$ cat src/rtl/vga_scan_timer.sv
// Free-running 640x480@60 VGA raster timer: sync pins plus scan strobes for pixel_generator.
// Optional VGA_FRAME_COUNT_EN adds an 8-bit o_frame_count that steps on every frame start.
module vga_scan_timer #(
  parameter int   CLK_DIV   = 4,
  parameter int   H_VISIBLE = 640,
  parameter int   H_FRONT   = 16,
  parameter int   H_SYNC    = 96,
  parameter int   H_BACK    = 48,
  parameter int   V_VISIBLE = 480,
  parameter int   V_FRONT   = 10,
  parameter int   V_SYNC    = 2,
  parameter int   V_BACK    = 33,
  parameter int   CELL_W    = 21,
  parameter logic SYNC_POL  = 1'b0
) (
  input  logic       i_clk,
  input  logic       i_rst_n,
  output logic       o_hsync,
  output logic       o_vsync,
  output logic       o_visible,
  output logic [9:0] o_x,
  output logic [9:0] o_y,
  output logic       o_line_reset,
  output logic       o_screen_reset,
  output logic       o_vblank_start,
  output logic       o_cell_tick,
  output logic       o_line_tick
`ifdef VGA_FRAME_COUNT_EN
  ,
  output logic [7:0] o_frame_count
`endif
);

  localparam int H_TOTAL = H_VISIBLE + H_FRONT + H_SYNC + H_BACK;
  localparam int V_TOTAL = V_VISIBLE + V_FRONT + V_SYNC + V_BACK;
  localparam int DIV_W   = $clog2(CLK_DIV);
  localparam int CELL_CW = $clog2(CELL_W + 1);

  localparam logic [DIV_W-1:0]   DIV_LAST  = DIV_W'(CLK_DIV - 1);
  localparam logic [9:0]         H_LAST    = 10'(H_TOTAL - 1);
  localparam logic [9:0]         V_LAST    = 10'(V_TOTAL - 1);
  localparam logic [9:0]         H_VIS     = 10'(H_VISIBLE);
  localparam logic [9:0]         V_VIS     = 10'(V_VISIBLE);
  localparam logic [9:0]         HS_START  = 10'(H_VISIBLE + H_FRONT);
  localparam logic [9:0]         HS_END    = 10'(H_VISIBLE + H_FRONT + H_SYNC);
  localparam logic [9:0]         VS_START  = 10'(V_VISIBLE + V_FRONT);
  localparam logic [9:0]         VS_END    = 10'(V_VISIBLE + V_FRONT + V_SYNC);
  localparam logic [CELL_CW-1:0] CELL_LAST = CELL_CW'(CELL_W - 1);

  logic [DIV_W-1:0]   div_q, div_d;
  logic [9:0]         h_q, h_d;
  logic [9:0]         v_q, v_d;
  logic [CELL_CW-1:0] cell_q, cell_d;
  logic               pe;
  logic               vis_d;
  logic               hsync_on_d;
  logic               vsync_on_d;

  // Everything below is decoded on the position the next pixel enable moves to,
  // so the registered outputs line up with the registered (h,v).
  always_comb begin
    pe    = (div_q == DIV_LAST);
    div_d = pe ? '0 : div_q + DIV_W'(1);

    h_d = (h_q == H_LAST) ? '0 : h_q + 10'd1;
    v_d = v_q;
    if (h_q == H_LAST) begin
      v_d = (v_q == V_LAST) ? '0 : v_q + 10'd1;
    end

    cell_d     = ((h_d == '0) || (cell_q == CELL_LAST)) ? '0 : cell_q + CELL_CW'(1);
    vis_d      = (h_d < H_VIS) && (v_d < V_VIS);
    hsync_on_d = (h_d >= HS_START) && (h_d < HS_END);
    vsync_on_d = (v_d >= VS_START) && (v_d < VS_END);
  end

  // Starting at the last position makes the first pixel enable after reset land on (0,0).
  always_ff @(posedge i_clk or negedge i_rst_n) begin
    if (!i_rst_n) begin
      div_q          <= '0;
      h_q            <= H_LAST;
      v_q            <= V_LAST;
      cell_q         <= '0;
      o_hsync        <= ~SYNC_POL;
      o_vsync        <= ~SYNC_POL;
      o_visible      <= 1'b0;
      o_x            <= '0;
      o_y            <= '0;
      o_line_reset   <= 1'b0;
      o_screen_reset <= 1'b0;
      o_vblank_start <= 1'b0;
      o_cell_tick    <= 1'b0;
      o_line_tick    <= 1'b0;
    end else begin
      div_q          <= div_d;
      o_line_reset   <= 1'b0;
      o_screen_reset <= 1'b0;
      o_vblank_start <= 1'b0;
      o_cell_tick    <= 1'b0;
      o_line_tick    <= 1'b0;
      if (pe) begin
        h_q            <= h_d;
        v_q            <= v_d;
        cell_q         <= cell_d;
        o_hsync        <= hsync_on_d ? SYNC_POL : ~SYNC_POL;
        o_vsync        <= vsync_on_d ? SYNC_POL : ~SYNC_POL;
        o_visible      <= vis_d;
        o_x            <= h_d;
        o_y            <= v_d;
        o_line_reset   <= (h_d == '0);
        o_screen_reset <= (h_d == '0) && (v_d == '0);
        o_vblank_start <= (h_d == '0) && (v_d == V_VIS);
        o_cell_tick    <= vis_d && (cell_d == CELL_LAST);
        o_line_tick    <= (h_d == H_VIS) && (v_d < V_VIS);
      end
    end
  end

`ifdef VGA_FRAME_COUNT_EN
  always_ff @(posedge i_clk or negedge i_rst_n) begin
    if (!i_rst_n) begin
      o_frame_count <= '0;
    end else if (pe && (h_d == '0) && (v_d == '0)) begin
      o_frame_count <= o_frame_count + 8'd1;
    end
  end
`endif

endmodule
$ cat config.mk
export PLATFORM = sky130hd
export DESIGN_NAME = vga_scan_timer
export DESIGN_NICKNAME = d
export VERILOG_FILES = /design/src/rtl/vga_scan_timer.sv
export SDC_FILE = /design/constraint.sdc
export NUM_CORES = 1
export LEC_CHECK = 0
export CAP_MARGIN = 20
export CORE_MARGIN = 2
export CORE_UTILIZATION = 48
export CTS_CLUSTER_SIZE = 12
export DETAILED_ROUTE_END_ITERATION = 6
export HOLD_SLACK_MARGIN = 0.05
export PLACE_DENSITY = 0.82
export SYNTH_ARGS = -nofsm -noshare
export SYNTH_HDL_FRONTEND = slang
export SYNTH_SLANG_ARGS = --single-unit
$ cat constraint.sdc
create_clock -name i_clk -period 2.7 [get_ports i_clk]
set_clock_uncertainty 0.2 [all_clocks]
set_input_delay 0.54 -clock i_clk [delete_from_list [all_inputs] [get_ports i_clk]]
set_output_delay 0.54 -clock i_clk [all_outputs]
set_load 0.005 [all_outputs]
==> results.md, run 1 <==
* Initial Util at a little under 50%
* Initial DRT Pass Iterations at 5
* GRT overflow at 0
* Met3 usage at under 10%
* Root Driver: clkbuf_8
* Critical path fanouts, max at 7
* Chip Height at about 79 um
* Setup ws final at approximately 0.12 ns
* Die area at between 0.006 and 0.007 mm^2
* Number of cells produced by synthesis at roughly 300
* Mean number of vias per cell at ~5.8
* Req. time, crit path at approximately 2.7 ns
* Critical path origin: h_q[1]
* Core Area at ~0.0055 mm^2
* Slew margin rel. at 43.5%
* Inst Count DP at between 300 and 400
* CTS tree: built
* Fin area at ~0.0032 mm^2
* FF-to-FF Start: h_q[1]
* Kind of critical path: reg -> reg
* PD cells at ~380 mW/mm^2
* # H-tree levels at 2
* Worst skew pair latency at ~0.3 ns
* Largest net degree at the start of global routing at just over 40
* Share of cells above drive strength 1 at about a fifth
* Final hold vios at 0
* Synth area leaders: dfrtp_1, dfstp_2, xnor2_1
* Pre-CTS WS at -0.0278 ns
* Startpoint Class: flop
* Die Width at a little under 80 um
* Routability congestion estimate from global placement at 0.896
* Routed Antenna Nets at 0
* Post-synth EDFFs at 0
* Sequential area share after synthesis at a little over two fifths
* Type of destination of the critical path: flop
* Worst-Margin Slew at between 0.8 and 0.9 ns
* Area Overhead vs Synth at 19.3%
* CTS buffer count at 5
* Yosys top cell area share at 30.5%
* GRT Max-Usage Layer: met2
* Layout net count at roughly 330
* Ant diodes at 0
* DR WL/cell at ~15 um
* Max Cap Viol at 0
* Global Route Usage Sum at 20.6%
* First-pass GRT wire length at slightly above 10000 um
* Final wirelength at a little under 6000 um
* DP Area at between 0.003 and 0.004 mm^2
* Status: finished, final reports clean
* Yosys cell types at 55
* Synth warnings at 0
* Synth Flop Type: dfrtp_1
* Mapped Area at 0.00271 mm^2
* IO Count at 30
* Initial antenna violation count at 0
* Clock-pin slew on the worst setup and hold paths at 0.09 ns
* Clk sinks at between 40 and 50
* Peak Freq at slightly below 0.4 GHz
* Flop and latch count out of synthesis at 45
* Fin crit share at a little over nine tenths
* IO Port Bufs at 29
* DP Wirelength at between 4000 and 5000 um
* Cts hold-fix bufs at 0
* DR iter-0 viols at about 220
* GRT met2 Usage at between 30% and 40%
* Area leader, netlist: dfrtp_1
* Hold Slack at around 0.13 ns
* Layout Cells excl Fill at a little under 400
* P_leak at ~1.3 nW
* Bufs on Longest Clock Path at 2
* Data arrival, critical path at 2.59 ns
* Final setup viols at 0
* HP Class: in -> async
* Rows at 27
* Final Slew Violations at 0
* Vias in the first global route at between 2000 and 2500
* Worst vdd ir at 0.000384 V
* Asr flop ratio synth at 100%
* DR vias at 2282
* DRC at 0
* Syn nets at 305
* Clock period minus final worst setup slack at 2.58 ns
* Met1 Use GR at between 20% and 30%
* Syn Area/Cell at 9.16 um^2
[stage by stage]
step / total power, mW / utilization [%] / setup TNS (ns)
CTS: 1.24 / 58.0 / 0
finish: 1.22 / 59.1 / 0
floorplan: 0.687 / - / 0
detailed placement: 0.703 / 55.4 / -0.0278
global route: 1.27 / 59.1 / -0.0111
global placement: 0.703 / 55.4 / 0
[final cells by class]
class,count,area (um^2)
Multi-Input combinational cell,201,1390
Timing Repair Buffer,48,428
Tap cell,72,90.1
Clock inverter,2,37.5
Fill cell,476,2240
Sequential cell,45,1140
Inverter,17,63.8
Clock buffer,6,82.6
[cells in the final DEF, fill, tap and decap left out, drive strengths merged, types with 8 or more instances in the layout]
master          n
dfstp          12
nand3          17
nor2           21
clkdlybuf4s50  28
a21oi          10
inv            17
o21ai          18
nand4          13
and3            8
xnor2          15
nand2          19
dfrtp          33
buf            20
[layer usage]
layer  up-vias  share of wire, %
li1       1084                 -
met1      1100                45
met2        86                48
met4         0               1.9
met3        12               5.6
met5         -                 0
[final timing paths]
kind | cells past startpoint | slack, ns | to
worst max-delay path | 8 | 0.12 | o_cell_tick
worst min-delay path | 1 | 0.13 | o_x[3]
worst max register to register | 8 | 0.12 | o_cell_tick
worst min register to register | 1 | 0.24 | div_q[0]
max in group asynchronous | 2 | 1.49 | h_q[1]
min in group i_clk | 1 | 0.24 | div_q[0]
[cells by family (layout without fill, tap and decap cells)]
family / count (synthesis) / in the layout / share of synthesized area [%]
AOI/OAI and AO/OA: 64 / 64 / 15.8
DFF: 45 / 45 / 42.1
muxes: 3 / 3 / 1.15
buffers and inverters: 50 / 73 / 9.28
adders and majority gates: 7 / 7 / 3.23
xor gates and xnor gates: 19 / 19 / 6.14
and+or+nand+nor: 108 / 108 / 22.3
[Yosys cell counts (4+ instances only)]
cell      instances
nand4_1          12
nor2_1           21
a21oi_1          10
xnor2_1          15
inv_1            17
or2_2             4
clkbuf_1         11
and2_1            4
ha_1              7
xor2_1            4
dfrtp_1          33
nand2_1          19
o21ai_0          18
buf_4            10
nand3_1          17
dfstp_2          12
nor4_1            5
and3_1            8
a31oi_1           6
buf_2             6
[critical path, stage by stage (launching register included)]
cell and delay (ns):
dfstp_2 0.58, ha_2 0.25, and3_1 0.27, a31oi_1 0.13, o221a_2 0.31, nand4_1 0.14, buf_4 0.15, nand3_2 0.15
nor4_2 0.31
[where the power goes]
part | total [mW] | internal [mW] | switching, mW
clock | 0.534 | 0.301 | 0.233
sequential | 0.674 | 0.674 | 0
combinational | 0.0149 | 0.00237 | 0.0125
[sequential cells by signal, summed over array words and instances, names as in the netlist, 2 cells and up]
register,count
cell_q,5
div_q,2
h_q,7
o_x,10
o_y,10
v_q,3
[timing repair]
item,CTS,global route
resized for setup,5,9
setup endpoints to repair,1,11
pin swaps,0,2
buffers inserted,0,1
Power figures use the tool's default switching activity.
==> run 2, diff against run 1 <==
REMOVE_ABC_BUFFERS = 1   (was default)
==> run 2 against run 1 <==
- register-to-register slack worse by 0.02 ns
- sequential cell count stayed put
- utilization is 0.16 points lower
- routed wire length is 1.3% lower
- sequential power hardly changed
- largest power group unchanged
- highest routed layer unchanged
==> results.md, run 2 (synthesis results as in run 1) <==
* Status: finished, final reports clean
* Most common cell after layout, fill and taps aside: dfrtp_1
* Ant diodes at 0
* Initial DRT Pass Iterations at 4
* Hold Crit Depth at 1
* Clock period minus final worst setup slack at about 2.6 ns
* CP endpoint: o_line_tick
* Max Cap Viol at 0
* Register Area at roughly 0.0011 mm^2
* GRT overflow at 0
* Initial antenna violation count at 0
* Most frequent cells in the layout: dfrtp_1, clkdlybuf4s50_1, nor2_1, buf_4, nand2_1
* DR iter-0 viols at roughly 210
* Die Width at 79.1 um
* Setup ws final at just over 0.09 ns
* DR WL/cell at 14.9 um
* Share of cells above drive strength 1 at a little under a fifth
* Startpoint Class: flop
* Fin crit share at just under 100%
* Worst vdd ir at 0.000222 V
* Die area at between 0.006 and 0.007 mm^2
* CTS buffer count at 5
* Kind of critical path: reg -> reg
* Fillers at 460
* PD cells at about 380 mW/mm^2
* FF-to-FF Start: h_q[9]
* Final hold vios at 0
* Biggest regs: o_x x10, o_y x10, h_q x7
* Routed Antenna Nets at 0
* R2R cell count at 7
* First-pass GRT wire length at around 9900 um
* Final Slew Violations at 0
* IO Port Bufs at 29
* Mean number of vias per cell at about 5.6
* IO Count at 30
* # H-tree levels at 2
* Final setup viols at 0
* Worst-Margin Slew at 0.484 ns
* Type of destination of the critical path: flop
* Chip Height at ~79 um
* R2R Setup Slk at 0.09 ns
* Pre-CTS WS at between 0.07 and 0.08 ns
* Core Util, Final at between 50 and 60%
* CTS tree: built
* Largest net degree at the start of global routing at 37
* Req. time, crit path at between 2 and 3 ns
* Multi-input logic area at around 0.0014 mm^2
* Clk sinks at 45
* Root Driver: clkbuf_8
* Critical path fanouts, max at 7
* Global Route Usage Sum at about a fifth
* Layout net count at 330
* DR vias at ~2200
* Clock-pin slew on the worst setup and hold paths at 0.09 ns
* Initial Util at between 40% and 50%
* Routability congestion estimate from global placement at 0.950
* Vias in the first global route at around 2100
* Sum Neg Setup Slack at 0 ns
* Peak Freq at about 0.38 GHz
* Fin area at approximately 0.0032 mm^2
* DP Wirelength at 4170 um
* Area Overhead vs Synth at 18.9%
* Slew margin rel. at just under 70%
* Worst skew pair latency at 0.30 ns
* DP Area at a little over 0.003 mm^2
* Rows at 27
* P_leak at between 1 and 1.5 nW
* HP Class: reg -> reg
* Critical path origin: h_q[9]
* Data arrival, critical path at between 2 and 3 ns
* Core Area at about 0.0055 mm^2
* Worst hold start: div_q[0]
* Bufs on Longest Clock Path at 2
* R2r endpoint: o_line_tick
* DRC at 0
* Final wirelength at 5880 um
-- run 2: worst min-delay path by stage --
stage | to
after floorplan | cell_q[0]
after global placement | div_q[0]
after detailed placement | div_q[0]
after CTS | div_q[0]
after global routing | div_q[0]
final | div_q[0]
-- run 2: per-layer routing --
metal  vias up  global-route usage [%]  part of all wire (%)
met4         0                    6.72                   2.4
met1      1047                    27.4                    45
met5         -                       0                     0
met2        74                    31.5                    48
met3        16                    3.30                   5.2
li1       1087                       -                     -
-- run 2: through the flow --
step	instances	hold WS (ns)	power, mW
global route	394	0.255	1.26
CTS	393	0.233	1.24
floorplan	263	0.0444	0.687
finish	394	0.231	1.23
detailed placement	384	0.220	0.704
global placement	384	0.214	0.703
-- run 2: critical path: stages (launching register included) --
cell and delay [ns]:
dfstp_2 0.57, nor4b_4 0.43, nand3_2 0.18, buf_4 0.20, nor2_1 0.16, xnor2_1 0.14, nor4_4 0.40, and4b_1 0.23
-- run 2: cell type report --
| cell class | instances | area share [%] |
|---|---|---|
| Clock buffer | 7 | 2.68 |
| Clock inverter | 1 | 0.932 |
| Inverter | 17 | 1.98 |
| Multi-Input combinational cell | 201 | 42.2 |
| Sequential cell | 45 | 35.4 |
| Tap cell | 72 | 2.80 |
| Timing Repair Buffer | 51 | 14.1 |
-- run 2: power breakdown --
group          internal (mW)  switching [mW]
sequential             0.674               0
clock                  0.302           0.233
combinational        0.00341          0.0132
-- run 2: repair_timing --
item / CTS / global route
resized for setup: 0 / 9
hold buffers: 1 / 0
setup endpoints to repair: 0 / 11
setup buffers: 0 / 1
hold endpoints to repair: 33 / 0
==> run 3, diff against run 2 <==
CORE_MARGIN = default   (was 2)
==> run 3 against run 2 <==
- non-clock buffer count shrank 4
- via count grew 0.81%
- global-route usage up 1.3 points
- total power shrank 6.6%
- clock-buffer cell count did not move
- highest routed layer unchanged
- first-iteration DRC count fell by 30%
- sequential share of layout area is 0.76 points higher
- die area down 5.0%
==> results.md, run 3 (synthesis results as in run 1) <==
* Status: finished, final reports clean
* Worst-Margin Slew at 0.567 ns
* Mean number of vias per cell at between 5 and 6
* Layout Cells excl Fill at slightly below 400
* Die area at 0.00595 mm^2
* Critical path fanouts, max at 7
* P_leak at ~1.3 nW
* Setup ws final at ~0.13 ns
* Initial DRT Pass Iterations at 5
* Hold Slack at roughly 0.11 ns
* Req. time, crit path at ~2.7 ns
* RSZ-0062 raised after global routing: false
* CTS buffer count at 5
* IO Count at 30
* HP Class: in -> async
* Core Area at 0.00527 mm^2
* GRT overflow at 0
* DR iter-0 viols at roughly 140
* Chip Height at just under 80 um
* Global Route Usage Sum at a little over a fifth
* IO Port Bufs at 29
* Routability congestion estimate from global placement at 0.863
* DRC at 0
* Die Width at a little under 80 um
* Peak Freq at ~0.39 GHz
* Biggest regs: o_x x10, o_y x10, h_q x7
* Cts hold-fix bufs at 0
* Most frequent cells in the layout: dfrtp_1, clkdlybuf4s50_1, nor2_1
* CTS tree: built
* Worst vdd ir at roughly 0.00019 V
* Fillers at roughly 460
* R2R cell count at 7
* Share of cells above drive strength 1 at 17.0%
* Sum Neg Setup Slack at 0 ns
* Routed Antenna Nets at 0
* Layout net count at 326
* Clk sinks at 45
* Final wirelength at 5970 um
* Data arrival, critical path at 2.56 ns
* Ant diodes at 0
* Most common cell after layout, fill and taps aside: dfrtp_1
* Core Util, Final at about 60%
* Type of destination of the critical path: flop
* Startpoint Class: flop
* Pre-CTS WS at around 0.066 ns
* Register Area at between 0.001 and 0.0015 mm^2
* Bufs on Longest Clock Path at 2
* Final Slew Violations at 0
* Fin crit share at a little over nine tenths
* Slew margin rel. at 62.2%
* Initial Util at 51.4%
* Clock-pin slew on the worst setup and hold paths at 0.08 ns
* DR vias at roughly 2200
* Max Cap Viol at 0
* Root Driver: clkbuf_8
* # H-tree levels at 2
* Rows at 26
* First-pass GRT wire length at 9930 um
* Largest net degree at the start of global routing at 46
* DR WL/cell at between 15 and 20 um
* Area Overhead vs Synth at 16.4%
* PD cells at between 300 and 400 mW/mm^2
* Final setup viols at 0
* DP Area at slightly above 0.003 mm^2
* DP Wirelength at between 4000 and 5000 um
* Multi-input logic area at 0.00134 mm^2
* Overall Power at approximately 1.1 mW
* Kind of critical path: reg -> reg
* Final hold vios at 0
* Inst Count DP at between 300 and 400
* Worst skew pair latency at roughly 0.3 ns
* Fin area at 0.00316 mm^2
* Initial antenna violation count at 0
* Clock period minus final worst setup slack at 2.57 ns
* Vias in the first global route at around 2100
run 3: timing repair:
action                     in CTS  in global routing
gates resized for setup         0                  5
setup buffers                   0                  1
setup endpoints to repair       0                  9
run 3: area by class of cell:
class	count	area share, %
Multi-Input combinational cell	201	42.5
Timing Repair Buffer	47	13.3
Tap cell	70	2.78
Inverter	17	2.02
Clock buffer	7	3.05
Clock inverter	1	0.159
Sequential cell	45	36.2
run 3: where the power goes:
part | switching (mW) | internal [mW] | leakage (nW) | total [mW]
Clock | 0.226 | 0.231 | 0.0542 | 0.457
Sequential | 0 | 0.674 | 0.556 | 0.674
Combinational | 0.0127 | 0.00146 | 0.691 | 0.0141
run 3: layer usage:
layer	wire length [um]	global-route usage, %
met4	74	7.55
met1	2650	27.3
met3	286	3.69
met5	0	0
met2	2960	35.0
run 3: worst paths after layout:
kind / slack [ns] / startpoint / end
setup / recovery: 0.13 / h_q[0] / o_line_tick
hold / removal: 0.11 / i_rst_n / o_x[9]
setup reg to reg: 0.13 / h_q[0] / o_line_tick
hold reg to reg: 0.22 / div_q[0] / div_q[0]
max in group asynchronous: 1.80 / i_rst_n / h_q[1]
min in group i_clk: 0.22 / div_q[0] / div_q[0]
run 3: critical path, cell delays in order, from the launching register on:
cell and delay [ns]:
dfstp_2 0.57, ha_2 0.24, and4_1 0.27, and3_1 0.24, nand4_2 0.11, xor2_1 0.20
nor4_4 0.39, and4b_1 0.23
